`src/rtl/mio_pkg.sv`:
```
// Shared constants for the MIO input conditioning stage.
// Field offsets describe the packed status word read back over the bus.
package mio_pkg;

  localparam int unsigned MIO_NBTN      = 5;
  localparam int unsigned MIO_NSW       = 16;

  localparam int unsigned STAT_SW_LSB   = 0;
  localparam int unsigned STAT_BTN_LSB  = 16;
  localparam int unsigned STAT_FLAG_LSB = 24;

endpackage

```
`src/rtl/debounce_bit.sv`:
```
// One raw input: 2-flop synchroniser, stability counter and accepted level.
// The level flips only after STABLE_CNT consecutive ticks disagree with it.
module debounce_bit #(
  parameter int unsigned STABLE_CNT = 8
) (
  input  logic clk,
  input  logic rst,
  input  logic tick,
  input  logic raw,
  output logic stable
);

  localparam int unsigned CW = $clog2(STABLE_CNT + 1);
  localparam logic [CW-1:0] CntMax = CW'(STABLE_CNT);

  logic [1:0]    sync_q;
  logic [CW-1:0] cnt_q, cnt_d, cnt_inc;
  logic          stable_q, stable_d;

  always_ff @(posedge clk) begin
    if (rst) begin
      sync_q   <= '0;
      cnt_q    <= '0;
      stable_q <= 1'b0;
    end else begin
      sync_q   <= {sync_q[0], raw};
      cnt_q    <= cnt_d;
      stable_q <= stable_d;
    end
  end

  always_comb begin
    cnt_inc  = cnt_q + 1'b1;
    cnt_d    = cnt_q;
    stable_d = stable_q;
    if (tick) begin
      if (sync_q[1] == stable_q) begin
        cnt_d = '0;
      end else if (cnt_inc == CntMax) begin
        stable_d = ~stable_q;
        cnt_d    = '0;
      end else begin
        cnt_d = cnt_inc;
      end
    end
  end

  assign stable = stable_q;

endmodule

```
`src/rtl/mio_input_debounce.sv`:
```
// Debounces board buttons and switches for the MIO bus, keeps sticky
// press flags cleared by firmware, and packs a 32-bit status word.
module mio_input_debounce
  import mio_pkg::*;
#(
  parameter int unsigned NBTN       = MIO_NBTN,
  parameter int unsigned NSW        = MIO_NSW,
  parameter int unsigned SAMPLE_DIV = 100000,
  parameter int unsigned STABLE_CNT = 8
) (
  input  logic            clk,
  input  logic            rst,
  input  logic [NBTN-1:0] btn_i,
  input  logic [NSW-1:0]  sw_i,
  input  logic            clr_we,
  input  logic [NBTN-1:0] clr_mask,
  output logic [NBTN-1:0] BTN_out,
  output logic [NSW-1:0]  SW_out,
  output logic [NBTN-1:0] btn_press,
  output logic [NBTN-1:0] press_flag,
  output logic [31:0]     status_o
);

  localparam int unsigned DW = $clog2(SAMPLE_DIV);
  localparam logic [DW-1:0] DivMax = DW'(SAMPLE_DIV - 1);

  logic [DW-1:0]   div_q, div_d;
  logic            tick;
  logic [NBTN-1:0] btn_prev_q, btn_press_q, press_flag_q, press_flag_d;

  // Shared sample prescaler.
  assign tick  = (div_q == DivMax);
  assign div_d = tick ? '0 : div_q + 1'b1;

  for (genvar i = 0; i < NBTN; i++) begin : g_btn
    debounce_bit #(
      .STABLE_CNT(STABLE_CNT)
    ) u_btn (
      .clk   (clk),
      .rst   (rst),
      .tick  (tick),
      .raw   (btn_i[i]),
      .stable(BTN_out[i])
    );
  end

  for (genvar i = 0; i < NSW; i++) begin : g_sw
    debounce_bit #(
      .STABLE_CNT(STABLE_CNT)
    ) u_sw (
      .clk   (clk),
      .rst   (rst),
      .tick  (tick),
      .raw   (sw_i[i]),
      .stable(SW_out[i])
    );
  end

  // Set dominates clear so a press landing on a clear write is kept.
  assign press_flag_d = btn_press_q | (press_flag_q & ~(clr_we ? clr_mask : '0));

  always_ff @(posedge clk) begin
    if (rst) begin
      div_q        <= '0;
      btn_prev_q   <= '0;
      btn_press_q  <= '0;
      press_flag_q <= '0;
    end else begin
      div_q        <= div_d;
      btn_prev_q   <= BTN_out;
      btn_press_q  <= BTN_out & ~btn_prev_q;
      press_flag_q <= press_flag_d;
    end
  end

  assign btn_press  = btn_press_q;
  assign press_flag = press_flag_q;

  always_comb begin
    status_o = '0;
    status_o[STAT_SW_LSB   +: NSW]  = SW_out;
    status_o[STAT_BTN_LSB  +: NBTN] = BTN_out;
    status_o[STAT_FLAG_LSB +: NBTN] = press_flag;
  end

endmodule

```
`config.mk`:
```
export PLATFORM = sky130hd
export DESIGN_NAME = mio_input_debounce
export DESIGN_NICKNAME = d
export VERILOG_FILES = /design/src/rtl/mio_pkg.sv /design/src/rtl/debounce_bit.sv /design/src/rtl/mio_input_debounce.sv
export SDC_FILE = /design/constraint.sdc
export NUM_CORES = 1
export LEC_CHECK = 0
export CAP_MARGIN = 0
export CORE_ASPECT_RATIO = 1.4
export CORE_MARGIN = 3
export CORE_UTILIZATION = 47
export DETAILED_ROUTE_END_ITERATION = 8
export GPL_ROUTABILITY_DRIVEN = 0
export GPL_TIMING_DRIVEN = 0
export PLACE_DENSITY = 0.68
export SLEW_MARGIN = 20
export SYNTH_ARGS = -nofsm -noshare
export SYNTH_HDL_FRONTEND = slang
export SYNTH_SLANG_ARGS = --single-unit
```
`constraint.sdc`:
```
create_clock -name clk -period 2.75 [get_ports clk]
set_input_delay 0.55 -clock clk [delete_from_list [all_inputs] [get_ports clk]]
set_output_delay 0.55 -clock clk [all_outputs]
set_load 0.02 [all_outputs]
```
==> impl_results.md <==
* Area delta synth->final at 21.34%
* Detailed Route WL at 20730 um
* Setup-failing EPs final at 0
* Sequential-to-total area share from yosys stat at 0.4318
* Commonest cells post-synth: 179 x dfxtp_1, 117 x nand2_1, 93 x a21oi_1
* Critical path's top delay family: buffers and inverters
* Slowest stage delay, CP at about 0.63 ns
* Largest cells by area after synthesis: dfxtp_1 43%, a21oi_1 5.6%, nand2_1 5.3%, buf_4 5.0%, nor2b_1 4.6%
* Die Area at slightly below 20000 um2
* Worst vdd ir at about 0.00036 V
* FF+latch area at roughly 3600 um2
* Worst path bufs/invs at 4
* WP data arrival at a little under 3 ns
* Max Cap Viol at 0
* Syn Inst Count at ~950
* Clk slew on worst S/H paths at 0.06 ns
* CTS Sinks at 179
* R2r startpoint: div_q[0]
* Synthesis Warnings at 0
* Final Critical Period at 2.580 ns
* EDFF count, synth at 0
* Library cells used by synthesis at 55
* Endpoints failing hold at 0
* Vias at between 7000 and 8000
* Post-Synth Simple-Gate Area at 0.2526
* Yosys top cell by area: dfxtp_1
* I/O pin total at between 90 and 100
* Die width at 118.3 um
* Hold Path Cell Cnt at 1
* Routed length per instance at between 15 and 20 um
* First-pass GRT wire length at around 33000 um
* Root Driver: clkbuf_16
* Routed Antenna Nets at 0
* Hold Crit Class: register to register
* CP Capture Type: register
* Gr usage total at 0.2181
* Worst Reg-to-Reg Cells at 7
* Filler cells at 1561
* Vias per cell at between 5 and 6
* CP endpoint: div_q[6]
* Final instance area at between 10000 and 15000 um2
* CP Cell Sequence: clkdlybuf4s50_1 -> clkbuf_1 -> clkinv_1 -> nand2_1 -> buf_2 -> nor2_1
* Synth Register Bits at roughly 180
* Logic pwr share at 0.037
* Compound-gate portion of the synthesized area at 0.1449
* Hold_ws at 0.3830 ns
* Pleak at approximately 3.8 nW
* Slowest cell on the critical path: clkdlybuf4s50_1
* Status: completed
* Syn avg cell area at 8.781 um2
* Switching power at between 0.001 and 0.0015 W
* Fmax at around 390 MHz
* RSZ-0062 raised after global routing: false
* Cell Area, Synth at between 8000 and 9000 um2
* Crit path depth at 6
* Post-synth top area share at 0.4318
* Critical Path Source Type: input pin
* Post-synth top flop: dfxtp_1
* Rows at 56
* Int Power at approximately 0.0042 W
* Post-synthesis adder-cell area fraction at 0.03619
* Tcrit/Tclk final at 0.9383
* Worst skew pair latency at 0.43 ns
* Post-CTS sizing at 2
* Grt ovf at 0
* Max-slew violations at 0
* Drt first pass iters at 5
* Worst Setup SP: rst
* WS Path Type: input pin to register
* Clock power frac at 0.467
* XOR/XNOR Fraction of Synth Area at 0.05594
* Net Sw Frac at 0.2120
* N_diodes at 0
* Mux cell area share after synthesis at 0.003619
* NumNets Final at between 1000 and 1500
* Crit-path max FO at 10
* CTS tree: yes
* Initial DRC count at 310
* Fraction of layout cells with a size suffix above 1 at 0.1087
* Largest family of logic cells by synthesized area: simple AND/OR/NAND/NOR gates
* Placed cell area at 9458 um2
* Most frequent cell after synthesis: dfxtp_1
* Vias in the first global route at 6666
* RR Endpoint: g_btn[4].u_btn.cnt_q[3]
* Reg power frac at 0.495
* DRC viols at 0
* Total CTS buffers at 17
* Slew margin rel. at 0.2765
* Core area at roughly 17000 um2
* CP required at a little over 3 ns
* Measured slew at the worst slew-check pin at roughly 1.1 ns
* Final setup skew at about 0.0057 ns
* # hold bufs at CTS at 0
* Post-CTS Setup Bufs at 0
* Starting Density at 0.4874
* PD cells at between 500 and 600 nW/um2
* Asr flop ratio synth at 0
* Initial antenna violation count at 0
* H-tree depth at 4
* Port Buffers at 85
* Multi-input gate area at around 4000 um2
* Largest net degree at the start of global routing at 17
* Clock Tree Buf Depth at 2
* Detailed Place HPWL at around 15000 um
* Die Ht at 163.2 um
* R2R Setup Slk at ~0.24 ns
how the worst min path moves through the flow:
stage / start / endpoint / slack (ns)
after floorplan: btn_prev_q[0] / btn_press[0] / 0.37
after global placement: btn_prev_q[1] / btn_press[1] / 0.37
after detailed placement: btn_prev_q[0] / btn_press[0] / 0.38
after CTS: btn_prev_q[0] / btn_press[0] / 0.38
after global routing: btn_prev_q[0] / btn_press[0] / 0.40
final: btn_prev_q[0] / btn_press[0] / 0.38
placed cells by master (no fill, tap or decap), types with 6 or more instances in the layout:
master / count
a21oi_1: 93
clkdlybuf4s50_1: 85
conb_1: 6
o21ai_0: 37
ha_1: 24
xnor2_1: 29
dfxtp_1: 179
o31ai_1: 18
and3_1: 6
nor2_1: 32
and2_1: 17
a31oi_1: 8
buf_4: 55
a211oi_1: 10
buf_2: 17
nor2b_1: 61
clkbuf_1: 13
nand4_1: 7
xor2_1: 24
nand4b_1: 21
nor3_1: 14
nand3_1: 55
inv_1: 9
nand3b_1: 16
nand2_1: 117
clkbuf_16: 17
buf_1: 6
per-layer routing:
metal,vias up,global-route usage,wire length (um)
li1,3502,-,-
met1,3354,0.2516,8672
met2,176,0.3932,10460
met3,44,0.03741,923
met4,0,0.1003,676
met5,-,0,0
final cells by class:
class                      instances  area share
sequential                       179      0.3559
timing repair buffer              85     0.08450
tap                              232     0.02883
buffer                            94     0.05828
clock inverter                    10     0.01292
clock buffer                      22     0.04710
multi-input combinational        667      0.4087
inverter                          10    0.003728
registers in the layout, summed over array words and instances, names as in the netlist:
| signal | count |
|---|---|
| g_sw.u_sw.sync_q | 32 |
| g_sw.u_sw.cnt_q | 64 |
| press_flag | 5 |
| g_btn.u_btn.cnt_q | 20 |
| btn_press | 5 |
| g_sw.u_sw.stable | 16 |
| btn_prev_q | 5 |
| div_q | 17 |
| g_btn.u_btn.stable | 5 |
| g_btn.u_btn.sync_q | 10 |
metrics by stage:
stage               power (W)  worst slack [ns]  setup TNS (ns)    util  std cells
global placement     0.002896           -0.4719          -22.01  0.5555       1267
detailed placement   0.002899           -0.5227          -27.29  0.5555       1267
finish               0.005333            0.1696               0  0.5913       1299
global route         0.005498          0.007152               0  0.5913       1299
floorplan            0.002803            0.9716               0       -        950
CTS                  0.005377           0.05080               0  0.5911       1299
cell families after synthesis:
family	after synthesis
and+or+nand+nor	382
DFF	179
muxes	3
adders and majority gates	24
AOI/OAI and AO/OA	199
other	1
buffers and inverters	104
xor gates and xnor gates	53
power groups by stage:
stage | registers, W | logic [W] | clock network, W
2_1_floorplan | 0.00269 | 0.000109 | 0
3_3_place_gp | 0.00270 | 0.000197 | 0
3_5_place_dp | 0.00270 | 0.000200 | 0
4_1_cts | 0.00264 | 0.000201 | 0.00254
5_1_grt | 0.00264 | 0.000220 | 0.00264
6_report | 0.00264 | 0.000200 | 0.00249
(Power assumes the default switching activity.)
